**src/rtl/cap_touch_scanner.sv**
```systemverilog
// Multi-channel capacitive touch scanner: discharges each pad, times its charge-up,
// calibrates per-pad baselines after reset and produces debounced touch flags.
module cap_touch_scanner #(
    parameter int CHANNELS         = 4,
    parameter int COUNT_W          = 8,
    parameter int DISCHARGE_CYCLES = 8,
    parameter int TIMEOUT          = 255,
    parameter int THRESHOLD        = 20,
    parameter int HYST             = 5,
    parameter int CAL_SCANS        = 2
) (
    input  logic                clk,
    input  logic                reset,
    input  logic                enable,
    input  logic [CHANNELS-1:0] pad_in,
    output logic [CHANNELS-1:0] pad_oe,
    output logic [CHANNELS-1:0] pad_out,
    output logic [CHANNELS-1:0] touched,
    output logic                calibrated,
    output logic                count_valid,
    output logic [COUNT_W-1:0]  count_out,
    output logic [2:0]          count_ch,
    output logic                timeout
);

    localparam int CH_W   = (CHANNELS < 2) ? 1 : $clog2(CHANNELS);
    localparam int DIS_W  = (DISCHARGE_CYCLES < 2) ? 1 : $clog2(DISCHARGE_CYCLES);
    localparam int SCAN_W = (CAL_SCANS < 2) ? 1 : $clog2(CAL_SCANS + 1);

    localparam logic [CH_W-1:0]    CH_LAST   = CH_W'(CHANNELS - 1);
    localparam logic [DIS_W-1:0]   DIS_LAST  = DIS_W'(DISCHARGE_CYCLES - 1);
    localparam logic [SCAN_W-1:0]  SCAN_DONE = SCAN_W'(CAL_SCANS);
    localparam logic [COUNT_W-1:0] LIMIT     = COUNT_W'(TIMEOUT);
    localparam logic [COUNT_W:0]   LIMIT_X   = (COUNT_W + 1)'(TIMEOUT);
    localparam logic [COUNT_W:0]   THRESH_X  = (COUNT_W + 1)'(THRESHOLD);
    localparam logic [COUNT_W:0]   HYST_X    = (COUNT_W + 1)'(HYST);

    typedef enum logic [2:0] {
        S_IDLE,
        S_DISCHARGE,
        S_MEASURE,
        S_EVAL,
        S_NEXT
    } state_t;

    state_t state, state_next;

    logic [CH_W-1:0]     ch;
    logic [DIS_W-1:0]    dcnt;
    logic [COUNT_W-1:0]  cnt;
    logic                to_flag;
    logic [SCAN_W-1:0]   scans;
    logic [CHANNELS-1:0] sync1, sync2;
    logic [COUNT_W-1:0]  baseline [CHANNELS];

    logic                pad_high;
    logic                at_limit;
    logic                calibrating;
    logic [COUNT_W:0]    assert_raw, release_raw;
    logic [COUNT_W-1:0]  assert_lvl, release_lvl;

    assign pad_out     = '0;
    assign pad_high    = sync2[ch];
    assign at_limit    = (cnt == LIMIT);
    assign calibrating = (scans != SCAN_DONE);
    assign calibrated  = ~calibrating;

    // Levels are formed one bit wider so baseline+THRESHOLD cannot wrap before saturation.
    always_comb begin
        assert_raw  = {1'b0, baseline[ch]} + THRESH_X;
        release_raw = assert_raw - HYST_X;
        assert_lvl  = (assert_raw > LIMIT_X) ? LIMIT : assert_raw[COUNT_W-1:0];
        release_lvl = (release_raw > LIMIT_X) ? LIMIT : release_raw[COUNT_W-1:0];
    end

    always_ff @(posedge clk) begin
        if (reset) begin
            state <= S_IDLE;
        end else begin
            state <= state_next;
        end
    end

    always_comb begin
        state_next = state;
        pad_oe     = '1;
        case (state)
            S_IDLE: begin
                if (enable) begin
                    state_next = S_DISCHARGE;
                end
            end
            S_DISCHARGE: begin
                if (dcnt == DIS_LAST) begin
                    state_next = S_MEASURE;
                end
            end
            S_MEASURE: begin
                pad_oe[ch] = 1'b0;
                if (pad_high || at_limit) begin
                    state_next = S_EVAL;
                end
            end
            S_EVAL: begin
                state_next = S_NEXT;
            end
            S_NEXT: begin
                state_next = enable ? S_DISCHARGE : S_IDLE;
            end
            default: begin
                state_next = S_IDLE;
            end
        endcase
    end

    always_ff @(posedge clk) begin
        if (reset) begin
            ch          <= '0;
            dcnt        <= '0;
            cnt         <= '0;
            to_flag     <= 1'b0;
            scans       <= '0;
            sync1       <= '0;
            sync2       <= '0;
            baseline    <= '{default: '1};
            touched     <= '0;
            count_valid <= 1'b0;
            count_out   <= '0;
            count_ch    <= '0;
            timeout     <= 1'b0;
        end else begin
            sync1       <= pad_in;
            sync2       <= sync1;
            count_valid <= 1'b0;
            case (state)
                S_IDLE: begin
                    ch   <= '0;
                    dcnt <= '0;
                end
                S_DISCHARGE: begin
                    if (dcnt == DIS_LAST) begin
                        dcnt <= '0;
                        cnt  <= '0;
                    end else begin
                        dcnt <= dcnt + 1'b1;
                    end
                end
                S_MEASURE: begin
                    // The exit cycle does not count, so a pad high at release reads 2.
                    if (pad_high || at_limit) begin
                        to_flag <= at_limit && !pad_high;
                    end else begin
                        cnt <= cnt + 1'b1;
                    end
                end
                S_EVAL: begin
                    count_valid <= 1'b1;
                    count_out   <= cnt;
                    count_ch    <= 3'(ch);
                    timeout     <= to_flag;
                    if (calibrating) begin
                        touched[ch] <= 1'b0;
                        if (!to_flag && (cnt < baseline[ch])) begin
                            baseline[ch] <= cnt;
                        end
                    end else if (to_flag || (cnt >= assert_lvl)) begin
                        touched[ch] <= 1'b1;
                    end else if (cnt < release_lvl) begin
                        touched[ch] <= 1'b0;
                    end
                end
                S_NEXT: begin
                    dcnt <= '0;
                    if (ch == CH_LAST) begin
                        ch <= '0;
                        if (calibrating) begin
                            scans <= scans + 1'b1;
                        end
                    end else begin
                        ch <= ch + 1'b1;
                    end
                end
                default: begin
                    dcnt <= '0;
                end
            endcase
        end
    end

endmodule

```
**config.mk**
```make
export PLATFORM = sky130hd
export DESIGN_NAME = cap_touch_scanner
export DESIGN_NICKNAME = d
export VERILOG_FILES = /design/src/rtl/cap_touch_scanner.sv
export SDC_FILE = /design/constraint.sdc
export NUM_CORES = 1
export LEC_CHECK = 0
export CAP_MARGIN = 20
export CORE_MARGIN = 2
export CORE_UTILIZATION = 59
export CTS_CLUSTER_DIAMETER = 30
export DETAILED_ROUTE_END_ITERATION = 12
export PLACE_DENSITY = 0.9
export RECOVER_POWER = 100
export REMOVE_ABC_BUFFERS = 1
export SLEW_MARGIN = 20
export SYNTH_ARGS = -nofsm -noshare
export SYNTH_HDL_FRONTEND = slang
export SYNTH_SLANG_ARGS = --single-unit
```
**constraint.sdc**
```tcl
create_clock -name clk -period 5.68 [get_ports clk]
set_clock_uncertainty 0.15 [all_clocks]
set_input_delay 0.852 -clock clk [delete_from_list [all_inputs] [get_ports clk]]
set_output_delay 0.852 -clock clk [all_outputs]
set_load 0.1 [all_outputs]
```
### After elaboration in Yosys (flattened, before gate mapping)

Index checks and enable logic that the tools add are counted.

| cells by class | value |
|---|---|
| add/subtract/negate cells | 6 |
| magnitude comparators | 9 |
| eq/ne operators | 12 |
| muxes and demuxes | 29 |
| bitwise operators | 5 |
| reduce and logical (&&, ||, !) cells | 19 |

Operators by type and width:

| operator | count |
|---|---|
| 8-bit 2-to-1 mux | 7 |
| 32-bit bitwise mux | 1 |
| 9-bit by 8-bit greater-than comparator with 1-bit output (second input constant) | 2 |
| 8-bit binary-select mux with 2-bit select | 1 |
| 8-bit demux with 2-bit select | 1 |
| 8-bit < comparator | 2 |
| 4-bit 2-to-1 mux | 4 |
| 8-bit case mux with 2 select lines | 1 |
| 3-bit case mux with 5 select lines | 1 |
| 3-bit 2-to-1 mux | 4 |
| 3-bit AND reduction | 4 |
| 2-bit inequality test (second input constant) | 5 |
| 8-bit by 5-bit adder with 9-bit output (second input constant) | 1 |
| 9-bit by 3-bit subtractor with 9-bit output (second input constant) | 1 |
| 8-bit by 1-bit adder with 8-bit output (second input constant) | 1 |
| 8-bit == test (second input constant) | 1 |
| 8-bit greater-or-equal comparator | 1 |
| 3-bit by 2-bit == test with 1-bit output (second input constant) | 2 |
| 3-bit == test (second input constant) | 2 |
| 3-bit case mux with 2 select lines | 1 |
| 2-bit by 1-bit adder with 2-bit output (second input constant) | 2 |
| 4-bit bitwise AND | 1 |
| 1-bit logical AND | 4 |
| 1-bit 2-to-1 mux | 4 |
| other kinds (22) | 26 |

| word-level totals | value |
|---|---|
| bits in registers | 75 |
| input port bits | 7 |
| logic and storage cells | 97 |

### Depth between registers and ports, before layout

Gate-level depths: netlist (run 1).

| logic depth | value |
|---|---|
| depth in word-level cells | 12 |
| mapped depth | 21 |

### Least setup slack after synthesis (run 1)

Ideal clock, no wire load.

| timing | value |
|---|---|
| kind | register to register |
| start point | register ch[0] |
| end point | register with a tool-made name |
| setup time | 121 ps |
| arrival time | 3795 ps |
| setup slack | 1614 ps |
| cell stages (with the launch flop) | 21 |
| cell sequence | dfxtp_1 > buf_6 > buf_12 > mux4_2 > inv_1 > ha_1 > buf_1 > a21o_1 > nor2_1 > mux2_2 > a32o_1 > nand3_1 > a211oi_2 > ha_1 > a21o_1 > a21oi_1 > nand2_1 > nand2_1 > a21oi_1 > o2111ai_1 > nand2_1 |

RTL lines:

| what | line | source |
|---|---|---|
| from (decl) | 48 | `logic [CH_W-1:0] ch;` |
| from (signal assigned) | 180 | `ch <= ch + 1'b1;` |

==> results of run 1 <==
==> where the power goes <==
group	switching, mW	internal, mW
Clock	0.205	0.201
Combinational	0.0281	0.00890
Sequential	0.00266	0.529
==> routing by layer <==
layer | up-vias | track usage (%) | wire length [um]
li1 | 1782 | - | -
met1 | 1761 | 36.4 | 4240
met2 | 184 | 45.6 | 4980
met3 | 31 | 5.22 | 746
met4 | 0 | 13.5 | 318
met5 | - | 0 | 0
==> layout make-up <==
type	instances	area, um2
Multi-Input combinational cell	377	2500
Fill cell	535	2190
Sequential cell	75	1500
Timing Repair Buffer	31	297
Clock buffer	9	124
Tap cell	96	120
Inverter	18	67.6
Clock inverter	6	65.1
==> registers in the layout, indices dropped and copies added (netlist names), named ones only <==
register	count
baseline	32
ch	2
cnt	8
count_ch	2
count_valid	1
state	3
scans	2
sync2	4
count_out	8
timeout	1
sync1	4
to_flag	1
dcnt	3
==> Yosys cell counts, drive strengths merged, types with 4 or more instances <==
library cell,count,share of area [%]
nand2,79,7.0
dfxtp,75,36
o21ai,40,4.7
nand3,37,4.4
nor2,37,3.3
ha,34,10
a21oi,23,2.8
clkbuf,20,1.8
inv,17,1.5
buf,11,2.1
mux4,9,5.0
nor2b,9,1.3
xnor2,9,1.9
nor3,8,0.95
a211oi,7,1.4
nand4,7,1.0
xor2,7,1.6
a21o,6,1.1
a22oi,6,1.1
nand2b,6,0.89
o2111ai,6,1.4
and3,5,0.74
and2,4,0.59
nor4,4,0.95
==> critical path: cells and delay by family, from the launching register on <==
kind                       cells  cell delay (ns)
DFF                            1             0.75
adders and majority gates      2             0.57
xor gates and xnor gates       2             0.44
muxes                          1             0.71
AOI/OAI and AO/OA              7             1.39
and+or+nand+nor                4             0.69
==> final timing paths <==
path,slack [ns],start,to,depth (start not counted)
max reg2reg,0.85,ch[0],flip-flop,16
max,0.85,ch[0],flip-flop,16
min,0.29,sync1[0],sync2[0],1
min reg2reg,0.29,sync1[0],sync2[0],1
==> stage by stage <==
step / hold WS (ns) / std cells / power [mW]
floorplan: 0.264 / 470 / 0.569
global placement: 0.267 / 597 / 0.580
detailed placement: 0.275 / 597 / 0.581
CTS: 0.294 / 612 / 0.978
global route: 0.313 / 612 / 1.00
finish: 0.291 / 612 / 0.975
==> logic make-up after synthesis <==
group	synth area share [%]
AOI/OAI and AO/OA	16.8
xor gates and xnor gates	3.50
adders and majority gates	10.1
buffers and inverters	5.46
DFF	35.6
muxes	5.49
other	0.0889
and+or+nand+nor	23.0
==> reports/summary.txt, run 1 <==
Netlist cell types: 62
EDFF count, synth: 0
# diodes: 0
Leakage dissipation: 1.93 nW
Layout area overhead: 10.8%
Yosys reg bits: 75
Synth Flop Type: dfxtp_1
Final Hold Fails: 0
Vias in the first global route: 3571
Total Routing Usage GR: 28.2%
CP max stage cell: dfxtp_1
Detailed placer's ending HPWL: 7.09 mm
Setup bufs post-CTS: 0
Num CTS Buffers: 9
Die area: 7840 um2
Failing checks: capacitance limit, slew limit
Placed instance area: 4490 um2
Pre-CTS setup slack: 1.03 ns
Crit Path Max Fanout: 13
Antenna violations before repair: 0
Period utilization: 85.0%
Setup total negative slack: 0 ns
H-tree depth: 3
Antenna viol nets, final: 0
Clk sink count: 75
Avg Inst Size Synth: 8.49 um2
Slew @ Worst Pin: 1.59 ns
Cell area after layout: 4670 um2
Hold_buf cts: 0
Nets: 553
Setup violators final: 0
Max cap viols: 1
Final Util: 68.1%
RSZ-0062 raised after global routing: no
GRT overflow: 0
Starting Density: 61.4%
Critical path data required time: 5.77 ns
Startpoint Class: flip-flop
Clk pin slew, worst setup/hold paths: 0.09 ns
Worst hold path type: reg2reg
Leading cell type in the layout, fill and taps excluded: nand2_1
VDD IR max: 0.000230 V
Post-synthesis sequential area ratio: 35.6%
Async S/R FF share, synth: 0%
I/O Pins: 33
Slack of the critical path: 0.850 ns
Cell Rows: 30
Critical Path End Type: flip-flop
Max-slew violations: 39
Drt wl/cell: 16.8 um
Clock latency on the worst-skew pair: 0.36 ns
CP max stage delay: 0.75 ns
Fmax: 207 MHz
Pwr/cell area: 209 nW/um2
Clk root buf: clkbuf_8
Global-route wire length before repair: 17.0 mm
Worst-path cell chain: mux4_2 -> ha_1 -> o21ai_0 -> xnor2_1 -> nor4_4 -> xnor2_1 -> o211ai_1 -> a211oi_1 -> ha_1 -> a21o_1 -> a21oi_1 -> nand2_1 -> nand2_1 -> a21oi_1 -> o2111ai_1 -> nand2_1
Initial drt markers: 260
Post-CTS sizing: 0
Via count: 3758
Total wire length: 10.3 mm
Vias per cell: 6.14
Rel. slew slack: -6.21%
Overall die height: 88.6 um
Maximum buffer depth of the clock tree: 2
Most used cell, CP: nand2_1
DR DRC count: 0
Largest net degree at the start of global routing: 39
GP Congestion: 0.967
Share of layout cells above drive strength 1: 7.56%
Worst Path Arrival: 4.92 ns
Core Area: 6870 um2
CTS tree: done
Most frequent cells in the layout: nand2_1 (79), dfxtp_1 (75), o21ai_0 (39)
Die X: 88.6 um
Post-synthesis instance total: 497
Outcome: finished, violations left
YS warnings: 0
Drt pass-1 iters: 5
Mapped cell area: 4220 um2
PortBufs: 27
Setup CP Type: reg2reg
Final min period: 4.83 ns
Note: power is estimated with default switching activity, not from simulation.
==> inputs of run 2 (changes only) <==
--- a/config.mk
+++ b/config.mk
@@ -7,10 +7,10 @@
 export LEC_CHECK = 0
 export CAP_MARGIN = 20
 export CORE_MARGIN = 2
-export CORE_UTILIZATION = 59
+export CORE_UTILIZATION = 53
 export CTS_CLUSTER_DIAMETER = 30
 export DETAILED_ROUTE_END_ITERATION = 12
-export PLACE_DENSITY = 0.9
+export PLACE_DENSITY = 0.76
 export RECOVER_POWER = 100
 export REMOVE_ABC_BUFFERS = 1
 export SLEW_MARGIN = 20
==> constraint.sdc (replaced) <==
create_clock -name clk -period 4.4 [get_ports clk]
set_clock_uncertainty 0.15 [all_clocks]
set_input_delay 0.66 -clock clk [delete_from_list [all_inputs] [get_ports clk]]
set_output_delay 0.66 -clock clk [all_outputs]
set_load 0.1 [all_outputs]
==> run 2 against run 1 <==
The flow now finishes without violations. Register-to-register slack got worse by 0.59 ns. Total power rose by 26%. Sequential share of layout area fell by 0.55 points. Combinational power rose by 32%. Clock power rose by 21%. Count of clock-buffer cells in the layout rose by 2. Global-route usage fell by 3.1 points. Largest cell class unchanged. Largest power group unchanged.
==> reports/summary.txt, run 2 (synthesis results as in run 1) <==
Drt wl/cell: 16.2 um
Vias in the first global route: 3624
Largest delay share family, worst path: compound AO/OA/AOI/OAI gates
Final min period: 4.14 ns
Final Util: 61.7%
RSZ-0062 raised after global routing: no
Setup violators final: 0
Antenna viol nets, final: 0
Final Hold Fails: 0
Leading cell type in the layout, fill and taps excluded: nand2_1
Detailed placer's ending HPWL: 7.30 mm
Nets: 565
Max cap viols: 0
Via count: 3689
Clock latency on the worst-skew pair: 0.37 ns
Period utilization: 94.1%
Leakage dissipation: 1.98 nW
DR DRC count: 0
H-tree depth: 3
Setup total negative slack: 0 ns
Layout area overhead: 13.1%
Total wire length: 10.2 mm
Clock share of power: 40.1%
Top flop regs: baseline (32), cnt (8), count_out (8)
Overall die height: 93.2 um
Inst Count DP: 609
Largest register FFs: 32
Setup CP Type: reg2reg
Cell Rows: 32
Startpoint Class: flip-flop
Crit Path Max Fanout: 7
Largest net degree at the start of global routing: 33
Rel. slew slack: 22.1%
Switching Share: 25.3%
Power Internal: 0.916 mW
Share of layout cells above drive strength 1: 10.6%
Clk root buf: clkbuf_8
Drt pass-1 iters: 4
Outcome: finished clean
Worst Path Arrival: 4.24 ns
Layout Cells excl Fill: 631
Fmax: 242 MHz
Slew @ Worst Pin: 1.17 ns
Starting Density: 54.6%
Critical Path End Type: flip-flop
Max-slew violations: 0
Crit path buffers/inverters: 1
Sequential power share: 55.9%
Reg with most FFs: baseline
Worst-path cell chain: mux4_2 -> ha_1 -> o21ai_0 -> xnor2_1 -> inv_1 -> nor2_1 -> a31oi_1 -> o211ai_1 -> nor2_1 -> ha_1 -> a21o_1 -> a211oi_1 -> o2111ai_1 -> o2111ai_1 -> nand2_1
GRT overflow: 0
Clk pin slew, worst setup/hold paths: 0.08 ns
Clk sink count: 75
Placed instance area: 4540 um2
Initial drt markers: 224
Die area: 8690 um2
Worst hold margin: 0.294 ns
Die X: 93.2 um
Worst hold path type: reg2reg
CP max stage cell: mux4_2
Global-route wire length before repair: 17.1 mm
CP max stage delay: 0.59 ns
CTS tree: done
# diodes: 0
Most frequent cells in the layout: nand2_1 (79), dfxtp_1 (74), o21ai_0 (39)
Total Routing Usage GR: 25.1%
Comb pwr share: 4.0%
Switch Pwr: 0.310 mW
I/O Pins: 33
GP Congestion: 0.881
Core Area: 7730 um2
Antenna violations before repair: 0
Vias per cell: 5.85
PortBufs: 27
Pwr/cell area: 257 nW/um2
Maximum buffer depth of the clock tree: 2
Critical path data required time: 4.50 ns
Cell area after layout: 4770 um2
Num CTS Buffers: 9
VDD IR max: 0.000209 V
[run 2: power by group through the flow]
stage          Sequential (mW)  Combinational (mW)  Clock (mW)
2_1_floorplan            0.703              0.0323           0
3_3_place_gp             0.702              0.0483           0
3_5_place_dp             0.702              0.0488           0
4_1_cts                  0.686              0.0489       0.493
5_1_grt                  0.686              0.0519       0.517
6_report                 0.686              0.0487       0.491
[run 2: repair_timing]
item | 4_1_cts | 5_1_grt
resized for setup | 0 | 8
hold buffers | 0 | 0
buffers inserted | 0 | 6
setup endpoints to repair | 0 | 4
[run 2: per-stage QoR]
step,setup WS [ns],total power [mW]
floorplan,0.183,0.735
global placement,0.171,0.751
detailed placement,0.0839,0.751
CTS,0.0804,1.23
global route,0.0240,1.26
finish,0.260,1.23
[run 2: layout make-up]
class,count,area [um2]
Inverter,18,67.6
Sequential cell,75,1510
Clock inverter,5,36.3
Fill cell,655,2960
Tap cell,102,128
Multi-Input combinational cell,377,2510
Clock buffer,11,141
Timing Repair Buffer,43,378
[run 2: worst paths after layout]
path             from  depth (start not counted)   endpoint  slack, ns
max             ch[0]                         15  flip-flop       0.26
min          sync1[2]                          1   sync2[2]       0.29
max reg2reg     ch[0]                         15  flip-flop       0.26
min reg2reg  sync1[2]                          1   sync2[2]       0.29
[run 2: per-layer routing]
layer / GRT usage (%) / wire (um) / up-vias
met5: 0 / 0 / -
met4: 9.93 / 146 / 0
met3: 4.92 / 603 / 15
met2: 41.2 / 4930 / 115
met1: 32.6 / 4540 / 1756
li1: - / - / 1803
